==> config.mk <==
export PLATFORM = sky130hd
export DESIGN_NAME = dma_channel_arbiter
export DESIGN_NICKNAME = d
export VERILOG_FILES = /design/src/rtl/dma_channel_arbiter.sv
export SDC_FILE = /design/constraint.sdc
export NUM_CORES = 1
export LEC_CHECK = 0
export CAP_MARGIN = 20
export CORE_MARGIN = 3
export CORE_UTILIZATION = 47
export DETAILED_ROUTE_END_ITERATION = 7
export GPL_TIMING_DRIVEN = 0
export PLACE_DENSITY = 0.86
export SLEW_MARGIN = 20
export SYNTH_ARGS = -nofsm -noshare
export SYNTH_HDL_FRONTEND = slang
export SYNTH_SLANG_ARGS = --single-unit
==> constraint.sdc <==
create_clock -name clk -period 2.65 [get_ports clk]
set_clock_uncertainty 0.15 [all_clocks]
set_input_delay 0.53 -clock clk [delete_from_list [all_inputs] [get_ports clk]]
set_output_delay 0.53 -clock clk [all_outputs]
set_load 0.01 [all_outputs]
==> src/rtl/dma_channel_arbiter.sv <==
// Four-channel DMA engine arbiter: IDLE -> GRANT -> XFER -> RELEASE, with burst limit and sticky error.
// Define DMA_ARB_RR_EN for round-robin winner selection; otherwise fixed lowest-index priority.
module dma_channel_arbiter #(
  parameter int BURST_MAX = 16
) (
  input  logic       clk,
  input  logic       reset,
  input  logic [3:0] ch_req,
  input  logic [3:0] ch_mask,
  input  logic       eng_busy,
  input  logic       eng_beat,
  input  logic       eng_err,
  input  logic       err_clr,
  output logic       eng_start,
  output logic       eng_stop,
  output logic       grant_vld,
  output logic [1:0] grant_ch,
  output logic [3:0] ch_ack,
  output logic       err_flag
);

  typedef enum logic [1:0] {
    IDLE    = 2'd0,
    GRANT   = 2'd1,
    XFER    = 2'd2,
    RELEASE = 2'd3
  } state_e;

  localparam logic [4:0] LAST_BEAT = 5'(BURST_MAX - 1);

  state_e     state_q, state_d;
  logic       grant_vld_q, grant_vld_d;
  logic [1:0] grant_ch_q, grant_ch_d;
  logic       eng_start_q, eng_start_d;
  logic       eng_stop_q, eng_stop_d;
  logic [3:0] ch_ack_q, ch_ack_d;
  logic       err_flag_q, err_flag_d;
  logic [4:0] beat_cnt_q, beat_cnt_d;
  logic [3:0] pend_s;
  logic [1:0] winner_s;
  logic       end_grant_s;

  assign pend_s      = ch_req & ch_mask;
  assign end_grant_s = eng_err | (eng_beat & ((beat_cnt_q == LAST_BEAT) |
                                              ~ch_req[grant_ch_q] | ~ch_mask[grant_ch_q]));

`ifdef DMA_ARB_RR_EN
  logic [1:0] ptr_q, ptr_d;

  // Descending scan so the nearest pending channel after the pointer is written last.
  always_comb begin
    logic [1:0] idx;
    idx      = 2'd0;
    winner_s = 2'd0;
    for (int i = 4; i >= 1; i--) begin
      idx      = ptr_q + 2'(i);
      winner_s = pend_s[idx] ? idx : winner_s;
    end
    ptr_d = (state_q == RELEASE) ? grant_ch_q : ptr_q;
  end

  always_ff @(posedge clk or posedge reset) begin
    if (reset) ptr_q <= 2'd0;
    else       ptr_q <= ptr_d;
  end
`else
  always_comb begin
    winner_s = 2'd0;
    for (int i = 3; i >= 0; i--) begin
      winner_s = pend_s[i] ? 2'(i) : winner_s;
    end
  end
`endif

  always_ff @(posedge clk or posedge reset) begin
    if (reset) state_q <= IDLE;
    else       state_q <= state_d;
  end

  always_comb begin
    state_d = state_q;
    case (state_q)
      IDLE: begin
        if ((pend_s != 4'd0) && !eng_busy) state_d = GRANT;
        else                               state_d = IDLE;
      end
      GRANT: state_d = XFER;
      XFER: begin
        if (end_grant_s) state_d = RELEASE;
        else             state_d = XFER;
      end
      RELEASE: state_d = IDLE;
      default: state_d = IDLE;
    endcase
  end

  // Outputs are registered one state ahead so each pulse lines up with its state.
  always_comb begin
    grant_vld_d = grant_vld_q;
    grant_ch_d  = grant_ch_q;
    eng_start_d = 1'b0;
    eng_stop_d  = 1'b0;
    ch_ack_d    = 4'd0;
    beat_cnt_d  = beat_cnt_q;
    err_flag_d  = (eng_err | err_clr) ? eng_err : err_flag_q;
    case (state_q)
      IDLE: begin
        if (state_d == GRANT) begin
          grant_vld_d = 1'b1;
          grant_ch_d  = winner_s;
          eng_start_d = 1'b1;
        end else begin
          grant_vld_d = 1'b0;
        end
      end
      GRANT: beat_cnt_d = 5'd0;
      XFER: begin
        beat_cnt_d = eng_beat ? beat_cnt_q + 5'd1 : beat_cnt_q;
        if (state_d == RELEASE) begin
          eng_stop_d = 1'b1;
          ch_ack_d   = 4'b0001 << grant_ch_q;
        end else begin
          eng_stop_d = 1'b0;
        end
      end
      RELEASE: grant_vld_d = 1'b0;
      default: grant_vld_d = 1'b0;
    endcase
  end

  always_ff @(posedge clk or posedge reset) begin
    if (reset) begin
      grant_vld_q <= 1'b0;
      grant_ch_q  <= 2'd0;
      eng_start_q <= 1'b0;
      eng_stop_q  <= 1'b0;
      ch_ack_q    <= 4'd0;
      err_flag_q  <= 1'b0;
      beat_cnt_q  <= 5'd0;
    end else begin
      grant_vld_q <= grant_vld_d;
      grant_ch_q  <= grant_ch_d;
      eng_start_q <= eng_start_d;
      eng_stop_q  <= eng_stop_d;
      ch_ack_q    <= ch_ack_d;
      err_flag_q  <= err_flag_d;
      beat_cnt_q  <= beat_cnt_d;
    end
  end

  assign eng_start = eng_start_q;
  assign eng_stop  = eng_stop_q;
  assign grant_vld = grant_vld_q;
  assign grant_ch  = grant_ch_q;
  assign ch_ack    = ch_ack_q;
  assign err_flag  = err_flag_q;

endmodule

=== After elaboration in Yosys (flattened, before gate mapping) ===
Cells that the tools add are included.

* Bits in registers: 17
* Input bits: 14
* Output and inout bits: 10

* Add/sub/neg operators: 1
* $lt $le $gt $ge: 1
* Equality and inequality tests: 7
* Shift-type cells: 1
* Multiplexer cells: 20
* Bitwise gates (word level): 8
* Reductions and logical operators: 8

{| class="wikitable"
|+ Operators with widths
! cell !! count
|-
| $pmux W5 S2 || 1
|-
| $mux W1 || 8
|-
| $mux W2 || 4
|-
| $mux W4 || 2
|-
| $pmux W2 S4 || 1
|-
| $eq A2 B2 Y1 const B || 3
|-
| $add A5 B1 Y5 const B || 1
|-
| $eq A5 B4 Y1 const B || 1
|-
| $mux W5 || 1
|-
| $and A4 B4 Y4 || 1
|-
| $bmux W1 S2 || 2
|-
| $eq A2 B1 Y1 const B || 2
|-
| $or A1 B1 Y1 || 4
|-
| $reduce_and A2 Y1 || 2
|-
| $reduce_bool A2 Y1 || 2
|-
| $reduce_bool A4 Y1 || 1
|-
| $shl A1 B2 Y4 const A || 1
|-
| $lt A2 B3 Y1 const B || 1
|-
| $logic_not A2 Y1 || 1
|-
| $ne A2 B2 Y1 const B || 1
|-
| $not A1 Y1 || 2
|-
| $pmux W1 S2 || 1
|-
| $and A1 B1 Y1 || 1
|-
| $logic_and A1 B1 Y1 || 1
|-
| $logic_not A1 Y1 || 1
|}

=== Longest topological paths before layout ===
* Depth in word-level cells: 12
* Gate-level depth with buffers: 7
* Mapped depth without buffers: 7

=== Worst setup path before layout ===
No wires, ideal clock.

* Path type: reg2reg
* Start point: register beat_cnt_q[0]
* End point: register ch_ack_q[2], in the netlist ch_ack[2]
* Arrival: 1572 ps
* Data required time: 2363 ps
* Slack: 791 ps
* Cell stages (with the launch flop): 8
* Cells stage by stage: dfrtp_1 > ha_1 > and3_1 > ha_1 > a21oi_1 > nor3b_1 > a211oi_4 > nor4b_2

* Word-level cells in the longest chain between the ends: 10

{| class="wikitable"
|+ RTL lines
! item !! RTL line !! RTL
|-
| start: declaration || 38 || <nowiki>logic [4:0] beat_cnt_q, beat_cnt_d;</nowiki>
|-
| start signal: assignment || 147 || <nowiki>beat_cnt_q <= beat_cnt_d;</nowiki>
|-
| $eq A5 B4 Y1 || 44 || <nowiki>assign end_grant_s = eng_err | (eng_beat & ((beat_cnt_q == LAST_BEAT) |</nowiki>
|-
| $or A1 B1 Y1 || 44 ||
|-
| $or A1 B1 Y1 || 45 || <nowiki>~ch_req[grant_ch_q] | ~ch_mask[grant_ch_q]));</nowiki>
|-
| $and A1 B1 Y1 || 44 ||
|-
| $or A1 B1 Y1 || 44 ||
|-
| $mux W1 || 89 || <nowiki>if (end_grant_s) state_d = RELEASE;</nowiki>
|-
| $pmux W2 S4 || 82 || <nowiki>case (state_q)</nowiki>
|-
| $eq A2 B2 Y1 || 119 || <nowiki>if (state_d == RELEASE) begin</nowiki>
|-
| $mux W4 || 119 ||
|-
| $mux W4 || 106 || <nowiki>case (state_q)</nowiki>
|-
| net ch_ack_d[2] || 36 || <nowiki>logic [3:0] ch_ack_q, ch_ack_d;</nowiki>
|-
| end signal: assignment || 145 || <nowiki>ch_ack_q <= ch_ack_d;</nowiki>
|-
| end: declaration || 36 ||
|}

The timed path passes the listed nets, and every way through them passes these cells.
A chain may end at the register's enable or synchronous reset.

=== Worst setup path after layout ===
* Start point: register beat_cnt_q[0]
* End point: register ch_ack_q[0], in the netlist ch_ack[0]

The elaborated chain is that of the path after synthesis.

==> metrics list <==
* Static Leakage: 0.527 nW
- The clock period could shrink to around 2100 ps.
- Number of buffer and inverter instances along the worst setup path: 0
* Clock latency of the later-clocked register in the worst-skew pair: 290 ps
- Fin worst setup slack: between 500 and 600 ps
- Clock tree from TritonCTS: built
- Post-CTS repair changed the size of 0 cells.
- The first detailed-routing pass ran for 4 iterations.
- Clock root cell: sky130_fd_sc_hd__clkbuf_4
* Slew of the pin with the lowest slew margin: between 600 and 700 ps
- For this run the aggregate overflow at the end of global routing stands at 0.
* Quantity of hold-fixing buffers added after cts: 0
* Worst slew margin: 57.8%
- In the final routed layout, each cell accounts on average for approximately 13 µm.
- Sort of element at the start of the critical path: register
- The number of antenna diodes in the final layout is 0.
* Final count of pins violating max slew: 0
* Hold WC Path Type: reg2reg
* Final hold viol count: 0
- Global routing used between 10% and 20% of the available tracks across all layers.
- The routed design has between 1500 and 2000 µm of wire.
- Max Cap Viol: 0
- Cells after Synth: 85
- Clock tree synthesis found a total of 17 sinks.
- Count of antenna-violating nets left after detailed routing: 0
* Setup repair after global routing missed its margin: no
- Number of synthesized register bits: 17
* Kind of cell with the highest combined delay on the critical path: compound AO/OA/AOI/OAI gates
* Ratio of cells with drive above 1 in the final layout: between 10 and 15%
- At the worst endpoint, the required time is 2660 ps.
- The die is roughly 50 µm wide.
- Setup violations remaining at the end of the flow were counted as 0.
* Initial antenna violation count: 0
* Number of buffers on the longest clock path: 2
- Vias: between 700 and 800
* Critical-path top delay cell: sky130_fd_sc_hd__dfrtp_1
* Cells along the critical path: ha_1 -> and3_1 -> ha_1 -> a21oi_1 -> nor3b_1 -> a211oi_4 -> nor4_1
- Yosys mapped the design onto 33 distinct sky130hd cell types.
- The top cell types in the final layout, fill and taps aside, are sky130_fd_sc_hd__clkdlybuf4s50_1 (22), sky130_fd_sc_hd__dfrtp_1 (17), sky130_fd_sc_hd__nand2_1 (10).
* H-tree level count: 1
- Post-Synthesis Cell Area: slightly above 900 µm²
- The critical path is of the reg2reg type.
* Nets: between 100 and 150
* Warning count from the yosys run: 0
- Summed over all failing endpoints, the final setup total negative slack is 0 ps.
* Initial core utilization: approximately 50%
- In this design, the stage delay of the slowest critical-path cell is 440 ps.
* Area growth from synthesis to final layout: 30.7%
* Endpoint kind of the worst setup timing path: register
- Port buffering added 22 buffers.
* Vias in the first global route: between 700 and 800
* Sequential element share of the synthesized area: between 40% and 50%
- Number of non-filler instances in the completed layout: 136
* Post-CTS setup buffer count: 0
- Power spread over the standard cell area amounts to between 800 and 900 nW/µm².
* Via-per-instance ratio: around 5.3
* Die Y-Extent: approximately 50 µm
* Row count: 15
- The flow ran to the end, and the final reports show no timing, DRC or antenna violations.
- After detailed placement, the design holds a cell count of roughly 130.
* Arrival time worst endpoint: ~2100 ps
- Wire length of the first global-routing pass: 3040 µm
* DIE AREA: around 2500 µm²
- Post-Place Setup Slack: roughly 390 ps
* Boundary pin count: 24
* Clk pin slew, worst setup/hold paths: around 100 ps
* VDD IR max: between 0.0005 and 0.0006 V
- Largest net degree at the start of global routing: 18
* Net count after synthesis: 105
- Core box area: approximately 1800 µm²
- For this run, the top clock speed supported by timing is 474 MHz.
- In the routed design, unresolved DRC markers number 0.
* Detailed Route Iter0 Violations: 19
* Routability congestion estimate: between 0.7 and 0.8
- Crit-path max FO: 7
- A synthesized cell averages ~11 µm².
- Worst hold margin: between 300 and 400 ps
- Sum of net half-perimeters after detailed placement: approximately 1300 µm
* CTS Buf Count: 3
- Most common library cell in the layout ignoring fill and taps: sky130_fd_sc_hd__clkdlybuf4s50_1
* Number of fillers in the final layout: 153
- By instance count, the cell type seen most on the critical path is sky130_fd_sc_hd__ha_1.
- Final Cycle Share: between 70% and 80%
[Yosys cell counts]
| cell | number | area, µm² |
|---|---|---|
| sky130_fd_sc_hd__o22ai_1 | 1 | 6.26 |
| sky130_fd_sc_hd__o31ai_2 | 1 | 12.5 |
| sky130_fd_sc_hd__nor3b_1 | 1 | 7.51 |
| sky130_fd_sc_hd__nand2_1 | 10 | 37.5 |
| sky130_fd_sc_hd__nand4b_1 | 1 | 8.76 |
| sky130_fd_sc_hd__a22oi_1 | 2 | 15.0 |
| sky130_fd_sc_hd__dfrtp_1 | 17 | 425 |
| sky130_fd_sc_hd__a21oi_1 | 3 | 15.0 |
| sky130_fd_sc_hd__a21boi_0 | 2 | 15.0 |
| sky130_fd_sc_hd__nor2_1 | 4 | 15.0 |
| sky130_fd_sc_hd__nand4_1 | 1 | 6.26 |
| sky130_fd_sc_hd__nor4b_2 | 1 | 15.0 |
| sky130_fd_sc_hd__ha_1 | 6 | 75.1 |
| sky130_fd_sc_hd__nor3_2 | 1 | 10.0 |
| sky130_fd_sc_hd__mux2_2 | 1 | 11.3 |
| sky130_fd_sc_hd__inv_1 | 6 | 22.5 |
| sky130_fd_sc_hd__a211oi_4 | 1 | 20.0 |
| sky130_fd_sc_hd__a31oi_1 | 1 | 6.26 |
| sky130_fd_sc_hd__a22o_1 | 1 | 8.76 |
| sky130_fd_sc_hd__buf_6 | 1 | 11.3 |
| sky130_fd_sc_hd__inv_2 | 1 | 3.75 |
| sky130_fd_sc_hd__a311oi_2 | 1 | 15.0 |
| sky130_fd_sc_hd__o21ai_0 | 4 | 20.0 |
| sky130_fd_sc_hd__nand2b_1 | 4 | 25.0 |
| sky130_fd_sc_hd__o221a_1 | 1 | 11.3 |
| sky130_fd_sc_hd__nor3_1 | 2 | 10.0 |
| sky130_fd_sc_hd__a21o_1 | 1 | 7.51 |
| sky130_fd_sc_hd__and3_1 | 2 | 12.5 |
| sky130_fd_sc_hd__mux2_1 | 2 | 22.5 |
| sky130_fd_sc_hd__nor4_1 | 1 | 6.26 |
| sky130_fd_sc_hd__xor2_1 | 1 | 8.76 |
| sky130_fd_sc_hd__nand3_1 | 2 | 10.0 |
| sky130_fd_sc_hd__buf_4 | 1 | 7.51 |
[routing by layer]
layer  GRT usage (%)  vias to the layer above  share of wire, %
met5               0                        -                 0
met4            8.29                        0               1.7
li1                -                      353                 -
met3            4.83                        4               7.4
met1            18.8                      330                44
met2            26.7                       31                47
[flip-flops by register name, summed over array words and instances, names as in the netlist]
register    count
eng_start       1
state_q         2
beat_cnt_q      5
err_flag        1
eng_stop        1
grant_ch        2
ch_ack          4
grant_vld       1
[worst min-delay path: stages, from the launching register on]
cell and delay, ps:
sky130_fd_sc_hd__dfrtp_1 350, sky130_fd_sc_hd__nand2_1 60, sky130_fd_sc_hd__o31ai_2 50
[final cells by class]
type | count | area [µm²] | area share, %
inverters | 7 | 26.3 | 2.22
flip-flops and latches | 17 | 425 | 36.0
well taps | 25 | 31.3 | 2.65
plain buffers | 2 | 18.8 | 1.59
clock buffers | 4 | 26.3 | 2.22
multi-input cells | 59 | 434 | 36.7
repair buffers | 22 | 220 | 18.6
[stage by stage]
step | instance area [µm²] | total power [W] | util, %
finish | 1180 | 0.00102 | 67.0
global route | 1180 | 0.00111 | 67.0
CTS | 1180 | 0.00103 | 67.0
detailed placement | 1160 | 0.000891 | 65.5
global placement | 1160 | 0.000873 | 65.5
floorplan | 905 | 0.000735 | -
[power breakdown]
part	total (W)	internal (W)	leakage (nW)	switching, W
clock network	0.000137	0.0000586	0.0150	0.0000782
registers	0.000400	0.000333	0.223	0.0000666
logic	0.000486	0.000237	0.288	0.000249
total	0.00102	0.000629	0.527	0.000394
[final timing paths]
kind / to / slack (ps) / cells past startpoint / from
worst max-delay path: ch_ack[0] / 540 / 7 / beat_cnt_q[0]
worst min-delay path: grant_vld / 340 / 2 / grant_vld
worst max register to register: ch_ack[0] / 540 / 7 / beat_cnt_q[0]
worst min register to register: grant_vld / 340 / 2 / grant_vld
max in group asynchronous: grant_ch[1] / 1470 / 2 / reset
min in group asynchronous: ch_ack[1] / 470 / 2 / reset
[cell families after synthesis]
family / share of synthesized area (%)
AOI/OAI and AO/OA: 16.9
xor gates and xnor gates: 0.968
DFF: 47.0
adders and majority gates: 8.30
buffers and inverters: 4.98
and+or+nand+nor: 18.1
muxes: 3.73
Note: power is estimated with default switching activity, not from simulation.
